<file path="config.mk">
export PLATFORM = sky130hd
export DESIGN_NAME = pid_relock_monitor
export DESIGN_NICKNAME = d
export VERILOG_FILES = /design/src/rtl/pid_relock_monitor.sv
export SDC_FILE = /design/constraint.sdc
export NUM_CORES = 1
export LEC_CHECK = 0
export BUFFER_PORTS_ARGS = -buffer_cell sky130_fd_sc_hd__buf_2
export CAP_MARGIN = 20
export CORE_MARGIN = 2
export CORE_UTILIZATION = 50
export DETAILED_ROUTE_END_ITERATION = 7
export GPL_ROUTABILITY_DRIVEN = 0
export PLACE_DENSITY = 0.7
export SYNTH_ARGS = -nofsm -noshare
export SYNTH_HDL_FRONTEND = slang
export SYNTH_SLANG_ARGS = --single-unit
</file>
<file path="constraint.sdc">
create_clock -name clk_i -period 3.9 [get_ports clk_i]
set_input_delay 0.39 -clock clk_i [delete_from_list [all_inputs] [get_ports clk_i]]
set_output_delay 0.39 -clock clk_i [all_outputs]
set_load 0.01 [all_outputs]
</file>
<file path="src/rtl/pid_relock_monitor.sv">
// pid_relock_monitor: block-averaging conditioner for the lock-indicator ADC channel.
// It sums signed 14-bit samples over a window of 2^N accepted samples. At the end of each
// window it emits the floor mean as a 12-bit offset-binary value for the relock window compare.
// Optional build macro RELOCK_MON_PEAK_EN adds the per-window raw min/max outputs.
// When the macro is undefined, min_o and max_o read 12'h000.
module pid_relock_monitor #(
  parameter int AVG_MAX_LOG2 = 10
) (
  input  logic        clk_i,
  input  logic        rst_i,
  input  logic [13:0] adc_i,
  input  logic        adc_vld_i,
  input  logic [3:0]  avg_log2_i,
  input  logic        freeze_i,
  output logic [11:0] signal_o,
  output logic        valid_o,
  output logic [11:0] min_o,
  output logic [11:0] max_o
);
  localparam int AW = 14 + AVG_MAX_LOG2;
  localparam int CW = AVG_MAX_LOG2 + 1;

  // signed 14-bit -> offset binary, top 12 bits
  function automatic logic [11:0] to_ob(input logic [13:0] x);
    return {~x[13], x[12:2]};
  endfunction

  logic [3:0]          n_cl, n_q, nsh_q;
  logic                n_chg, accept, win_end, done_q;
  logic signed [AW-1:0] acc_q, acc_nxt, sum_q, mean;
  logic [CW-1:0]       cnt_q, cnt_nxt;

  // clamp window exponent, detect changes, and form the next accumulator/counter values
  always_comb begin
    n_cl    = (avg_log2_i > 4'(AVG_MAX_LOG2)) ? 4'(AVG_MAX_LOG2) : avg_log2_i;
    n_chg   = (n_cl != n_q);
    accept  = adc_vld_i && !freeze_i && !n_chg;
    acc_nxt = acc_q + AW'($signed(adc_i));
    cnt_nxt = cnt_q + CW'(1);
    win_end = accept && (cnt_nxt == (CW'(1) << n_q));
    mean    = sum_q >>> nsh_q;
  end

  // accumulate; a closing sample captures the full sum and restarts the window on the same edge
  always_ff @(posedge clk_i) begin
    if (rst_i) begin
      n_q    <= '0;
      nsh_q  <= '0;
      acc_q  <= '0;
      cnt_q  <= '0;
      sum_q  <= '0;
      done_q <= 1'b0;
    end else begin
      n_q    <= n_cl;
      done_q <= 1'b0;
      if (n_chg) begin
        // partial window under the old exponent is thrown away
        acc_q <= '0;
        cnt_q <= '0;
      end else if (accept) begin
        if (win_end) begin
          acc_q  <= '0;
          cnt_q  <= '0;
          sum_q  <= acc_nxt;
          nsh_q  <= n_q;
          done_q <= 1'b1;
        end else begin
          acc_q <= acc_nxt;
          cnt_q <= cnt_nxt;
        end
      end
    end
  end

  // second stage: shift to mean, convert, and strobe valid
  always_ff @(posedge clk_i) begin
    if (rst_i) begin
      signal_o <= 12'h800;
      valid_o  <= 1'b0;
    end else begin
      valid_o <= done_q;
      if (done_q) signal_o <= to_ob(mean[13:0]);
    end
  end

`ifdef RELOCK_MON_PEAK_EN
  logic signed [13:0] mn_q, mx_q, mn_nxt, mx_nxt, mnw_q, mxw_q;

  // first accepted sample of a window seeds the running extremes
  always_comb begin
    mn_nxt = (cnt_q == '0 || $signed(adc_i) < mn_q) ? $signed(adc_i) : mn_q;
    mx_nxt = (cnt_q == '0 || $signed(adc_i) > mx_q) ? $signed(adc_i) : mx_q;
  end

  // track extremes, snapshot at window close, publish alongside signal_o
  always_ff @(posedge clk_i) begin
    if (rst_i) begin
      mn_q  <= '0;
      mx_q  <= '0;
      mnw_q <= '0;
      mxw_q <= '0;
      min_o <= 12'h000;
      max_o <= 12'h000;
    end else begin
      if (accept) begin
        mn_q <= mn_nxt;
        mx_q <= mx_nxt;
        if (win_end) begin
          mnw_q <= mn_nxt;
          mxw_q <= mx_nxt;
        end
      end
      if (done_q) begin
        min_o <= to_ob(mnw_q);
        max_o <= to_ob(mxw_q);
      end
    end
  end
`else
  assign min_o = 12'h000;
  assign max_o = 12'h000;
`endif

endmodule

</file>
# --- Yosys cells after proc, flatten, opt, wreduce, memory -nomap -nowiden ---
# Index checks and enable logic that the tools add are counted.
totals:
  ff_bits: 81
  latch_bits: 0
  ram_bits: 0
  rom_bits: 0
  in_bits: 22
  out_inout_bits: 37
  word_cells: 30
  n_memories: 0
op_classes:
  n_addsub: 2
  multipliers: 0
  div: 0
  magnitude_cmp: 1
  eq_ne: 2
  shift: 2
  muxes: 4
  n_bitwise: 3
  reduce_logical: 8
ops:
  columns: ["op", "count"]
  rows:
  - ["24-bit by 14-bit adder with 24-bit output", 1]
  - ["24-bit two-way mux", 1]
  - ["24-bit by 4-bit >>> shifter with 14-bit output", 1]
  - ["11-bit by 1-bit adder with 11-bit output (second input constant)", 1]
  - ["11-bit equality test", 1]
  - ["11-bit two-way mux", 1]
  - ["1-bit by 4-bit left shift with 11-bit output (first input constant)", 1]
  - ["4-bit > comparator (second input constant)", 1]
  - ["4-bit two-way mux", 1]
  - ["4-bit != test", 1]
  - ["1-bit logical AND", 3]
  - ["1-bit NOT", 3]
  - ["3-bit AND reduction", 1]
  - ["3-bit OR reduction", 1]
  - ["1-bit logical NOT", 2]
  - ["2-bit OR reduction", 1]
  - ["1-bit two-way mux", 1]

# --- Depth between registers and ports, before layout ---
depth:
  word_depth: 7
  ltp_mapped: 12
  ltp_nobuf: 11

# --- Worst setup path after synthesis ---
# OpenSTA, ideal clock, no wires.
synth_timing:
  path_kind: "register to register"
  from: "register cnt_q[0]"
  to: "register sum_q[23]"
  setup_time_ns: 0.095
  arrival_ns: 2.584
  t_required_ns: 3.805
  slack_ns: 1.221
  stages_incl_launch_ff: 11
  path_buffers: 1
  period_less_slack_ns: 2.679
  cell_sequence: "dfxtp_1 -> ha_1 -> nand2_1 -> o21a_1 -> nor2_1 -> mux2_2 -> o311ai_2 -> and4bb_1 -> buf_4 -> or4b_1 -> o311ai_1"
synth_between:
  elab_chain_cells: 4
synth_rtl:
  columns: ["element", "line", "text"]
  rows:
  - ["start, declared", "31", "logic [CW-1:0] cnt_q, cnt_nxt;"]
  - ["start signal, assigned", "69", "cnt_q <= cnt_nxt;"]
  - ["11-bit by 1-bit adder with 11-bit output", "39", "cnt_nxt = cnt_q + CW'(1);"]
  - ["11-bit equality test", "40", "win_end = accept && (cnt_nxt == (CW'(1) << n_q));"]
  - ["1-bit logical AND", "40", null]
  - ["3-bit AND reduction (no line)", null, null]
  - ["end signal, assigned", "64", "sum_q <= acc_nxt;"]
  - ["end, declared", "30", "logic signed [AW-1:0] acc_q, acc_nxt, sum_q, mean;"]
# Every way passes these cells.
# A chain may end at the register's enable or synchronous reset.

# --- Final worst setup path ---
layout_timing:
  from: "register cnt_q[0]"
  to: "register sum_q[14]"
# Same word-level chain as after synthesis.

==> metrics.md <==
| Metric | Value |
|---|---|
| Number of clock buffers inserted by TritonCTS | `9` |
| Unique cell type count in the Yosys netlist | `74` |
| Startpoint of the lowest-slack hold path | `avg_log2_i[3]` |
| Pwr/cell area | `263 mW/mm2` |
| Initial standard-cell utilization of the core | `50.7%` |
| GRT Total Usage | `21.7%` |
| Critical Path End Type | `flip-flop` |
| Signed area change from the synthesized netlist to the final layout | `5.61%` |
| Maximum number of buffers from clock root to sink | `2` |
| Setup TNS after final layout | `0 ns` |
| H-tree levels | `3` |
| Register-to-Register Path Depth | `10` |
| # hold bufs at CTS | `0` |
| RSZ-0062 raised after global routing | `false` |
| Area share of the leading cell type in the synthesized netlist | `29.1%` |
| Floorplan die width | `108 um` |
| Final Total Pwr | `1510 uW` |
| First-pass GRT wire length | `20200 um` |
| Via count of the first global-routing pass | `4185` |
| Clock-pin slew of the registers on the worst-case setup and hold paths | `0.08 ns` |
| Detailed Route WL | `12100 um` |
| Cells after synthesis | `615` |
| Source-to-sink clock delay at the later pin of the worst-skew pair | `0.37 ns` |
| Die boundary height | `108 um` |
| GR Overflow Total | `0` |
| Synth warn | `0` |
| Number of cells on the worst hold path | `2` |
| Total of cells resized after clock tree synthesis | `0` |
| Most frequently used flop master after synthesis | `sky130_fd_sc_hd__dfxtp_1` |
| Mapped cell area | `0.00544 mm2` |
| Final period util | `81.4%` |
| Number of max-slew violations in the final report | `0` |
| Post-Synthesis Mean Instance Area | `8.85 um2` |
| Library cell with the largest summed area after synthesis | `sky130_fd_sc_hd__dfxtp_1` |
| Number of antenna violations at the first check in global routing | `0` |
| Maximum fanout along the worst path | `24` |
| I/O pin total | `59` |
| Dpl cells | `755` |
| Final nets | `673` |
| Post-route clock skew | `0.0157 ns` |
| Async set-reset flop share out of synthesis | `0%` |
| Critical Path Source Type | `flip-flop` |
| Num Clock Sinks | `79` |
| Static power due to leakage | `0.00215 uW` |
| Antenna diode count | `0` |
| Layout cells sized above 1 | `15.2%` |
| Max Freq | `0.315 GHz` |
| Post-route DRC | `0` |
| Number of enable flip-flop cells after synthesis | `0` |
| Worst setup slack after placement | `0.737 ns` |
| Hold Crit Endpoint | `n_q[2]` |
| Max-slew headroom | `34.1%` |
| Placed cell area | `0.00557 mm2` |
| Post CTS Setup Buffer Count | `0` |
| Sequential fraction of the synthesis area | `29.1%` |
| Critical register-to-register path endpoint | `sum_q[14]` |
| Num rows | `38` |
| Post-route worst setup slack | `0.724 ns` |
| Status | `finished clean` |
| Final non-filler cell area | `0.00575 mm2` |
| Vias per cell | `5.91` |
| Top cells by area, synth | `sky130_fd_sc_hd__dfxtp_1 (29%), sky130_fd_sc_hd__mux4_2 (10%), sky130_fd_sc_hd__ha_1 (5.5%)` |
| Tightest Pin Transition | `0.987 ns` |
| Worst-case vdd ir drop | `0.168 mV` |
| Largest net degree at the start of global routing | `41` |
| Count of max-cap constraint violations | `0` |
| DRC violation total after the first TritonRoute iteration | `253` |
| IO buf count | `34` |
| DPL Wire Length | `8900 um` |
| WL/cell | `15.7 um` |
| Critical path class | `flip-flop to flip-flop` |
| Area enclosed by the die boundary | `0.0117 mm2` |
| Setup Viol. Count Final | `0` |
| Count of final hold-check violations | `0` |
| Arr. time, crit path | `3.41 ns` |
| Final Non-Filler Cells | `771` |
| Via total after detailed routing | `4559` |
| TritonCTS clock tree | `done` |
| Number of filler cells placed in the layout | `1033` |
| Reg-to-reg setup timing slack | `0.72 ns` |
| Fin crit period | `3.18 ns` |
| Worst EP required | `4.14 ns` |
| Worst hold-check path type | `input pin to flip-flop` |
| Remaining number of nets flagged by the antenna check after routing | `0` |
| Floorplan Core Area | `0.0107 mm2` |
| Synthesized flop and latch total | `79` |
| Number of optimization iterations in the first detailed-route pass | `4` |
| CTS root buffer | `sky130_fd_sc_hd__clkbuf_8` |
| RR Startpoint | `cnt_q[0]` |
## cell type report
cell class / instances / area (um2) / share of cell area, %
inverter: 18 / 67.6 / 1.18
clock buffer: 12 / 145 / 2.52
clock inverter: 4 / 31.3 / 0.544
timing repair buffer: 40 / 215 / 3.74
sequential: 79 / 1580 / 27.5
tap: 140 / 175 / 3.05
multi-input combinational: 478 / 3530 / 61.5
## synthesized netlist by cell type, types with 9 or more instances
cell type	instances
sky130_fd_sc_hd__dfxtp_1	79
sky130_fd_sc_hd__nand2_1	74
sky130_fd_sc_hd__a21oi_1	48
sky130_fd_sc_hd__nor2_1	35
sky130_fd_sc_hd__o21ai_0	32
sky130_fd_sc_hd__buf_4	28
sky130_fd_sc_hd__clkbuf_1	25
sky130_fd_sc_hd__mux4_2	25
sky130_fd_sc_hd__ha_1	24
sky130_fd_sc_hd__xnor2_1	19
sky130_fd_sc_hd__a22o_1	17
sky130_fd_sc_hd__inv_1	17
sky130_fd_sc_hd__mux2i_1	15
sky130_fd_sc_hd__and3_1	9
sky130_fd_sc_hd__nand3_1	9
sky130_fd_sc_hd__nor2b_1	9
## registers in the layout, summed over array words and instances, names as in the netlist
name      count
acc_q        24
sum_q        22
signal_o     12
cnt_q        11
n_q           4
nsh_q         4
done_q        1
valid_o       1
## cells by family after synthesis
| family | Yosys count | share of synthesized area (%) |
|---|---|---|
| AO/OA/AOI/OAI | 165 | 20.4 |
| AND/OR/NAND/NOR | 195 | 19.1 |
| buffers and inverters | 81 | 7.68 |
| multiplexers | 42 | 13.5 |
| flip-flops | 79 | 29.1 |
| other | 1 | 0.0689 |
| XOR/XNOR | 27 | 4.34 |
| adder cells (fa/ha/maj) | 25 | 5.88 |
## worst max-delay path by stage
stage                  start         to  cells after the start
global route        cnt_q[0]  sum_q[14]                     10
global placement    cnt_q[0]  sum_q[14]                     10
CTS                 cnt_q[0]  sum_q[14]                     10
finish              cnt_q[0]  sum_q[14]                     10
floorplan           cnt_q[0]  sum_q[23]                     10
detailed placement  cnt_q[0]  sum_q[14]                     10
## stage by stage
stage,util [%],hold WS [ns]
6_report,53.5,0.261
5_1_grt,53.5,0.252
4_1_cts,53.5,0.242
3_5_place_dp,51.9,0.451
3_3_place_gp,51.9,0.439
2_1_floorplan,-,0.429
## per-layer routing
layer | vias to the layer above | GRT usage [%] | part of all wire [%] | wire (um)
met5 | - | 0 | 0 | 0
met4 | 0 | 8.97 | 1.9 | 231
li1 | 2250 | - | - | -
met2 | 124 | 34.0 | 45 | 5490
met1 | 2165 | 29.2 | 47 | 5700
met3 | 20 | 4.46 | 5.6 | 673
## cell usage in the layout, fill, tap and decap left out, drive strengths merged, types with 3 or more instances in the layout
cell,Yosys,layout
nand3,10,10
or3,6,6
and2,4,4
nor3b,4,4
o21bai,3,3
o21ai,33,33
xor2,8,8
nand2,74,74
a31oi,4,4
a21oi,48,48
mux2i,15,15
a311oi,4,4
inv,18,18
nand4,7,7
o21a,5,5
nand3b,5,5
o22ai,6,6
a32o,3,3
nor4b,3,3
conb,1,24
ha,24,24
xnor2,19,19
and4,3,3
a2111oi,5,5
or2,3,3
nor2b,9,9
nor3,8,8
dfxtp,79,79
o211ai,3,3
nor2,35,35
a31o,4,4
a211oi,8,8
buf,38,40
clkinvlp,0,3
nor4,4,4
a21o,7,7
a22o,17,17
mux4,25,25
and3,9,9
clkbuf,25,12
## power breakdown
| group | switching [uW] | total [uW] | leakage (uW) | internal, uW |
|---|---|---|---|---|
| Sequential | 10.9 | 820 | 0.000637 | 809 |
| Clock | 313 | 563 | 0.0000788 | 250 |
| Combinational | 81.7 | 128 | 0.00143 | 46.1 |
| Total | 406 | 1510 | 0.00215 | 1110 |
## critical path, cell delays in order, from the launching register on
cell,delay (ns)
sky130_fd_sc_hd__dfxtp_1,0.47
sky130_fd_sc_hd__ha_1,0.31
sky130_fd_sc_hd__nand2_1,0.11
sky130_fd_sc_hd__o21a_1,0.22
sky130_fd_sc_hd__nor2_1,0.20
sky130_fd_sc_hd__mux2_2,0.37
sky130_fd_sc_hd__o311ai_2,0.28
sky130_fd_sc_hd__and4bb_1,0.50
sky130_fd_sc_hd__buf_4,0.32
sky130_fd_sc_hd__mux2i_1,0.21
sky130_fd_sc_hd__nor2_1,0.05
Power figures use the tool's default switching activity.
